File: src/rtl/neuron_mac.sv
// Single-neuron MAC stage: captures operands, runs N_IN MACs, then shift/activate/saturate.
// Define NEURON_RELU_EN for ReLU with unsigned output; the default is linear with signed output.
module neuron_mac #(
  parameter int N_IN     = 4,
  parameter int DATA_W   = 8,
  parameter int WEIGHT_W = 8,
  parameter int ACC_W    = 20,
  parameter int OUT_W    = 8,
  parameter int SHIFT    = 0
) (
  input  logic                     pi_clk,
  input  logic                     rst_n,
  input  logic                     start,
  input  logic [N_IN*DATA_W-1:0]   in_data,
  input  logic [N_IN*WEIGHT_W-1:0] weights,
  input  logic [ACC_W-1:0]         bias,
  output logic                     busy,
  output logic                     out_valid,
  input  logic                     out_ready,
  output logic [OUT_W-1:0]         out_data,
  output logic [ACC_W-1:0]         out_acc
);

  localparam int IDX_W  = (N_IN > 1) ? $clog2(N_IN) : 1;
  localparam int PROD_W = DATA_W + 1 + WEIGHT_W;

  localparam logic signed [ACC_W-1:0] LIN_HI =
    ACC_W'((1 << (OUT_W - 1)) - 1);
  localparam logic signed [ACC_W-1:0] LIN_LO =
    -ACC_W'(1 << (OUT_W - 1));
  localparam logic signed [ACC_W-1:0] RELU_HI =
    ACC_W'((1 << OUT_W) - 1);

  typedef enum logic [1:0] {
    S_IDLE,
    S_MAC,
    S_POST,
    S_DONE
  } state_t;

  state_t                    state_q, state_d;
  logic [IDX_W-1:0]          idx_q, idx_d;
  logic signed [ACC_W-1:0]   acc_q, acc_d;
  logic [N_IN*DATA_W-1:0]    x_q, x_d;
  logic [N_IN*WEIGHT_W-1:0]  w_q, w_d;
  logic                      busy_q, busy_d;
  logic                      valid_q, valid_d;
  logic [OUT_W-1:0]          data_q, data_d;
  logic [ACC_W-1:0]          oacc_q, oacc_d;

  logic [DATA_W-1:0]         x_sel;
  logic [WEIGHT_W-1:0]       w_sel;
  logic signed [PROD_W-1:0]  prod;
  logic signed [ACC_W-1:0]   prod_ext;
  logic signed [ACC_W-1:0]   s;
  logic [OUT_W-1:0]          sat;
  logic                      load;

  assign x_sel    = x_q[idx_q*DATA_W +: DATA_W];
  assign w_sel    = w_q[idx_q*WEIGHT_W +: WEIGHT_W];
  assign prod     = $signed({1'b0, x_sel}) * $signed(w_sel);
  assign prod_ext = {{(ACC_W-PROD_W){prod[PROD_W-1]}}, prod};
  assign s        = acc_q >>> SHIFT;

  always_comb begin
    sat = s[OUT_W-1:0];
`ifdef NEURON_RELU_EN
    if (s < 0)
      sat = '0;
    else if (s > RELU_HI)
      sat = '1;
`else
    if (s > LIN_HI)
      sat = {1'b0, {(OUT_W-1){1'b1}}};
    else if (s < LIN_LO)
      sat = {1'b1, {(OUT_W-1){1'b0}}};
`endif
  end

  // A handshake with start high re-arms directly without visiting IDLE.
  assign load = start && ((state_q == S_IDLE) ||
                (state_q == S_DONE && out_ready));

  always_comb begin
    state_d = state_q;
    idx_d   = idx_q;
    acc_d   = acc_q;
    x_d     = x_q;
    w_d     = w_q;
    busy_d  = busy_q;
    valid_d = valid_q;
    data_d  = data_q;
    oacc_d  = oacc_q;
    unique case (state_q)
      S_IDLE: begin
      end
      S_MAC: begin
        acc_d = acc_q + prod_ext;
        idx_d = idx_q + 1'b1;
        if (idx_q == IDX_W'(N_IN - 1)) begin
          idx_d   = '0;
          state_d = S_POST;
        end
      end
      S_POST: begin
        data_d  = sat;
        oacc_d  = acc_q;
        valid_d = 1'b1;
        state_d = S_DONE;
      end
      S_DONE: begin
        if (out_ready) begin
          valid_d = 1'b0;
          busy_d  = 1'b0;
          state_d = S_IDLE;
        end
      end
      default: state_d = S_IDLE;
    endcase
    if (load) begin
      x_d     = in_data;
      w_d     = weights;
      acc_d   = $signed(bias);
      idx_d   = '0;
      busy_d  = 1'b1;
      state_d = S_MAC;
    end
  end

  always_ff @(posedge pi_clk or posedge rst_n) begin
    if (rst_n) begin
      state_q <= S_IDLE;
      idx_q   <= '0;
      acc_q   <= '0;
      x_q     <= '0;
      w_q     <= '0;
      busy_q  <= 1'b0;
      valid_q <= 1'b0;
      data_q  <= '0;
      oacc_q  <= '0;
    end else begin
      state_q <= state_d;
      idx_q   <= idx_d;
      acc_q   <= acc_d;
      x_q     <= x_d;
      w_q     <= w_d;
      busy_q  <= busy_d;
      valid_q <= valid_d;
      data_q  <= data_d;
      oacc_q  <= oacc_d;
    end
  end

  assign busy      = busy_q;
  assign out_valid = valid_q;
  assign out_data  = data_q;
  assign out_acc   = oacc_q;

endmodule

File: config.mk
export PLATFORM = sky130hd
export DESIGN_NAME = neuron_mac
export DESIGN_NICKNAME = d
export VERILOG_FILES = /design/src/rtl/neuron_mac.sv
export SDC_FILE = /design/constraint.sdc
export NUM_CORES = 1
export LEC_CHECK = 0
export ABC_AREA = 1
export BUFFER_PORTS_ARGS = -buffer_cell sky130_fd_sc_hd__buf_4
export CAP_MARGIN = 5
export CORE_AREA = 2 2 114 143
export DETAILED_ROUTE_END_ITERATION = 16
export DIE_AREA = 0 0 116 145
export PLACE_DENSITY = 0.76
export REMOVE_ABC_BUFFERS = 1
export SLEW_MARGIN = 0
export SYNTH_ARGS = -nofsm -noshare
export SYNTH_HDL_FRONTEND = slang
export SYNTH_SLANG_ARGS = --single-unit
File: constraint.sdc
create_clock -name pi_clk -period 10 [get_ports pi_clk]
set_input_delay 1.5 -clock pi_clk [delete_from_list [all_inputs] [get_ports pi_clk]]
set_output_delay 1.5 -clock pi_clk [all_outputs]
set_load 0.02 [all_outputs]
Yosys cells after proc, flatten, opt, wreduce, memory -nomap -nowiden
Cells that the tools add are included.
{ "totals": {"ff_bits": 118, "in_bits": 88, "output_inout_bits": 30, "wordCells": 50} }
{ "op_classes": {"add_sub_neg": 2, "mul": 1, "n_lt_le_gt_ge": 2, "eq_ne": 7, "shifts": 2, "n_mux": 15, "reduce_logical": 12} }
{ "op_table": {"columns": ["op", "count"], "rows": [
  ["$shiftx A32 B6 Y8", 2],
  ["$mux W20", 2],
  ["$add A20 B17 Y20", 1],
  ["$gt A20 B8 Y1 const B", 1],
  ["$lt A20 B8 Y1 const B", 1],
  ["$mul A9 B8 Y17", 1],
  ["$mux W8", 2],
  ["$mux W2", 6],
  ["$reduce_bool A2 Y1", 4],
  ["$eq A2 B2 Y1 const B", 3],
  ["$ne A3 B3 Y1 const B", 2],
  ["$pmux W2 S3", 1],
  ["$reduce_and A2 Y1", 2],
  ["$reduce_bool A4 Y1", 1],
  ["$mux W1", 3],
  ["$reduce_and A3 Y1", 1],
  ["$add A2 B1 Y2 const B", 1],
  ["$eq A2 B1 Y1 const B", 1],
  ["$logic_and A1 B1 Y1", 2],
  ["$logic_not A2 Y1", 1],
  ["$ne A2 B2 Y1 const B", 1],
  ["$pmux W1 S2", 1],
  ["$logic_or A1 B1 Y1", 1]
]} }

Longest topological paths before layout
{ "depth": {"ltp_word": 6, "ltp_mapped": 27, "depth_no_buf": 25} }

Worst setup path after synthesis
Ideal clock, no wire load.
{ "synth_timing": {"path_kind": "flip-flop to flip-flop", "startpoint": "register idx_q[0]", "endpoint": "register acc_q[14]", "setup_time_ns": 0.113, "arrival_time_ns": 4.830, "required_ns": 9.887, "setup_slack_ns": 5.057, "path_stages_with_launch": 23, "n_path_buf": 2, "synth_period_minus_slack_ns": 4.943, "path_cell_list": "dfrtp_1 buf_6 inv_6 buf_6 nand2_1 a32oi_1 nand2_1 fa_1 inv_1 fa_1 fa_1 fa_1 fa_1 ha_1 nor2_1 a21oi_1 nand2_1 nand2_1 nand2_1 nand3_1 nand3_1 nand2_1 inv_1"} }
{ "synth_via": {"elab_chain_cells": 5, "elab_cells_between_ends": 6, "classes_between": "add/sub (1); mul (1); shift (2); mux (2)"} }
{ "synth_rtl": {"columns": ["element", "line", "source"], "rows": [
  ["start: declaration", "42", "logic [IDX_W-1:0] idx_q, idx_d;"],
  ["start signal: assignment", "143", "idx_q <= idx_d;"],
  ["$shiftx A32 B6 Y8, on equally long branches", "59, 60", null],
  ["$mul A9 B8 Y17 *", "61", "assign prod = $signed({1'b0, x_sel}) * $signed(w_sel);"],
  ["$add A20 B17 Y20 *", "98", "acc_d = acc_q + prod_ext;"],
  ["$mux W20 *", "94", "unique case (state_q)"],
  ["$mux W20 *", "120", "if (load) begin"],
  ["end signal: assignment", "134", "acc_q <= '0;"],
  ["end signal: assignment", "144", "acc_q <= acc_d;"],
  ["end: declaration", "43", "logic signed [ACC_W-1:0] acc_q, acc_d;"]
]} }
Mark *: on every way between the ends. The rest lies on a longest branch, timed or not. The select of a mux whose other input is x is not followed.
A chain may end at the register's enable or synchronous reset.

Worst setup path in the final report
{ "layout_timing": {"startpoint": "register idx_q[0]", "endpoint": "register acc_q[12]"} }
Same word-level chain as after synthesis.

==> impl_metrics.ini <==
[run_status]
outcome = finished, final reports clean

[logic_synthesis]
yosys_register_bits = 118
syn-cell-area_um2 = 8340
synth_cell_types = 37
ys.warnings.count = 0
avgSynthCellArea_um2 = 7.95
synth_cells = 1049
seq_area_frac_synth = 0.354

[worst_setup_path]
critPathRequiredTime_ps = 10280
worstPathArrival_ps = 6160
cp-end-kind = flop
cp-start-kind = flop
cp_max_fo = 32
crit_type = flop to flop

[detailed_routing]
drc_errors = 0
vias = 7050
drtPass1Iterations = 5
wirelength_um = 19500
avgViaCountPerCell = 5.11
wl_per_cell_um = 14.2
drtAntennaViolNets = 0
drt_iter0_drc = 452

[flow_run]
cap_viol_max_count = 0

[cells_and_area]
final_common_cell = nand2_1
finalNetCount = 1355
syn_to_final_growth_pct = 18.9
final_cell_mix = nand2_1 (423), inv_1 (132), buf_4 (122)
fillerInstances = 1377
drive_gt1_frac = 0.159
diodes = 0

[cts]
clk_latency_ps = 420
clkTransAtPathRegs_ps = 60
cts_sinks = 118
hold_buffers = 0
h-tree-depth = 4
cts_tree = built
cts_root_buffer = clkbuf_16
cts_made_buffers = 17
cts_setup_buffers = 0
cts_buffer_depth = 2
ctsResizeCount = 0

[timing]
rsz0062_at_grt = no
min_period_over_period = 0.587
worst_pin_slew_ps = 919
maxSlewViolCount = 0
hold_violations = 0
setup_tns_ps = 0
max_freq_mhz = 170
relSlewSlack = 0.387
setup_viol = 0
timing.final.crit_period_ps = 5870
skew_ps = 7.63

[placement]
port_buffers = 117
place.gp.congestion = 0.915
hpwl_um = 14400

[floorplan]
core_um2 = 15400
initial_core_util = 0.540
die-width_um = 116
dieArea_um2 = 16800
dieHeight_um = 145
rows = 51
num_io_pins = 118

[grt]
grt-ovfl-total = 0
grt_use_total = 0.243
antenna_found_initial = 0
grt_max_degree = 89
grt_pass1_wl_um = 32800
grt_pass1_vias = 7105

[min_path]
hp-class = flop to flop
[worst max-delay path: stages, from the launching register on]
cell and delay (ps):
dfrtp_1 560, buf_4 320, inv_6 210, nand2_1 80
a32oi_1 570, nand2_1 180, fa_1 550, inv_1 50
fa_1 530, fa_1 440, fa_1 570, fa_1 420
ha_1 340, nor2_1 60, a21oi_1 290, nand2_1 130
nand3_1 100, nand3_1 80, o211ai_1 120, o21ai_0 120
[cell families after synthesis]
group,synth area share
and+or+nand+nor,0.245
buffers and inverters,0.0924
DFF,0.354
adders and majority gates,0.214
AOI/OAI and AO/OA,0.0895
xor gates and xnor gates,0.00525
[synthesized netlist by cell type]
cell | count | share of area
o221ai_1 | 1 | 0.0011
ha_1 | 61 | 0.091
buf_2 | 12 | 0.0072
nand2_2 | 1 | 0.00075
o31ai_2 | 1 | 0.0015
inv_6 | 1 | 0.0011
nand3_2 | 1 | 0.0012
dfrtp_1 | 118 | 0.35
nor4_1 | 3 | 0.0023
inv_1 | 133 | 0.060
buf_6 | 5 | 0.0067
a32oi_2 | 10 | 0.019
nor3_1 | 3 | 0.0018
o22ai_1 | 10 | 0.0075
o21ai_0 | 37 | 0.022
nand2_1 | 423 | 0.19
a21oi_1 | 34 | 0.020
xor2_1 | 2 | 0.0021
inv_2 | 14 | 0.0063
nand4_1 | 4 | 0.0030
a21o_1 | 1 | 0.00090
fa_1 | 51 | 0.12
nand3_1 | 28 | 0.017
buf_1 | 1 | 0.00045
a22oi_1 | 1 | 0.00090
buf_4 | 7 | 0.0063
a32oi_4 | 2 | 0.0066
a32oi_1 | 2 | 0.0021
o21ai_1 | 1 | 0.00060
nor2_1 | 57 | 0.026
o21bai_1 | 3 | 0.0027
and2_1 | 2 | 0.0015
clkbuf_1 | 10 | 0.0045
xnor2_1 | 3 | 0.0032
nand3b_1 | 1 | 0.00090
o211ai_1 | 4 | 0.0036
nor2_2 | 1 | 0.00075
[registers in the layout (all words and copies together), names as in the netlist]
| name | cells |
|---|---|
| out_data | 8 |
| x_q | 32 |
| state_q | 2 |
| busy | 1 |
| idx_q | 2 |
| acc_q | 20 |
| out_valid | 1 |
| out_acc | 20 |
| w_q | 32 |
[stage by stage]
step                      worst slack (ps)  instance area (µm²)  std cells  hold slack, ps  utilization
after floorplan                       4630                 8130       1014             449            -
final                                 4130                 9920       1380             473        0.643
after global placement                4250                 9320       1348             458        0.603
after global routing                  3730                 9920       1380             496        0.643
after detailed placement              4110                 9320       1348             463        0.603
after CTS                             4090                 9920       1380             476        0.643
[path summary, 6_finish.rpt]
path / start / to / slack, ps / cells past startpoint
worst min register to register: out_data[7] / out_data[7] / 470 / 2
worst min-delay path: out_data[7] / out_data[7] / 470 / 2
worst max-delay path: idx_q[0] / acc_q[12] / 4130 / 19
min in group asynchronous: rst_n / x_q[8] / 1160 / 2
max in group asynchronous: rst_n / x_q[27] / 7580 / 3
worst max register to register: idx_q[0] / acc_q[12] / 4130 / 19
[area by class of cell]
cell class	instances	area (µm²)	share of cell area
inverter	148	563	0.0567
multi-input combinational	748	4620	0.465
timing repair buffer	122	916	0.0923
clock inverter	15	181	0.0183
sequential	118	2950	0.298
tap	212	265	0.0267
clock buffer	17	425	0.0429
[layer usage]
| layer | GRT usage | share of wire | vias to the layer above |
|---|---|---|---|
| li1 | - | - | 3469 |
| met1 | 0.317 | 0.43 | 3342 |
| met2 | 0.408 | 0.50 | 193 |
| met3 | 0.0292 | 0.037 | 46 |
| met4 | 0.0976 | 0.028 | 0 |
| met5 | 0 | 0 | - |
Power is not shown: default switching activity piles up to over one toggle a cycle in this logic, so the estimate is an artifact.
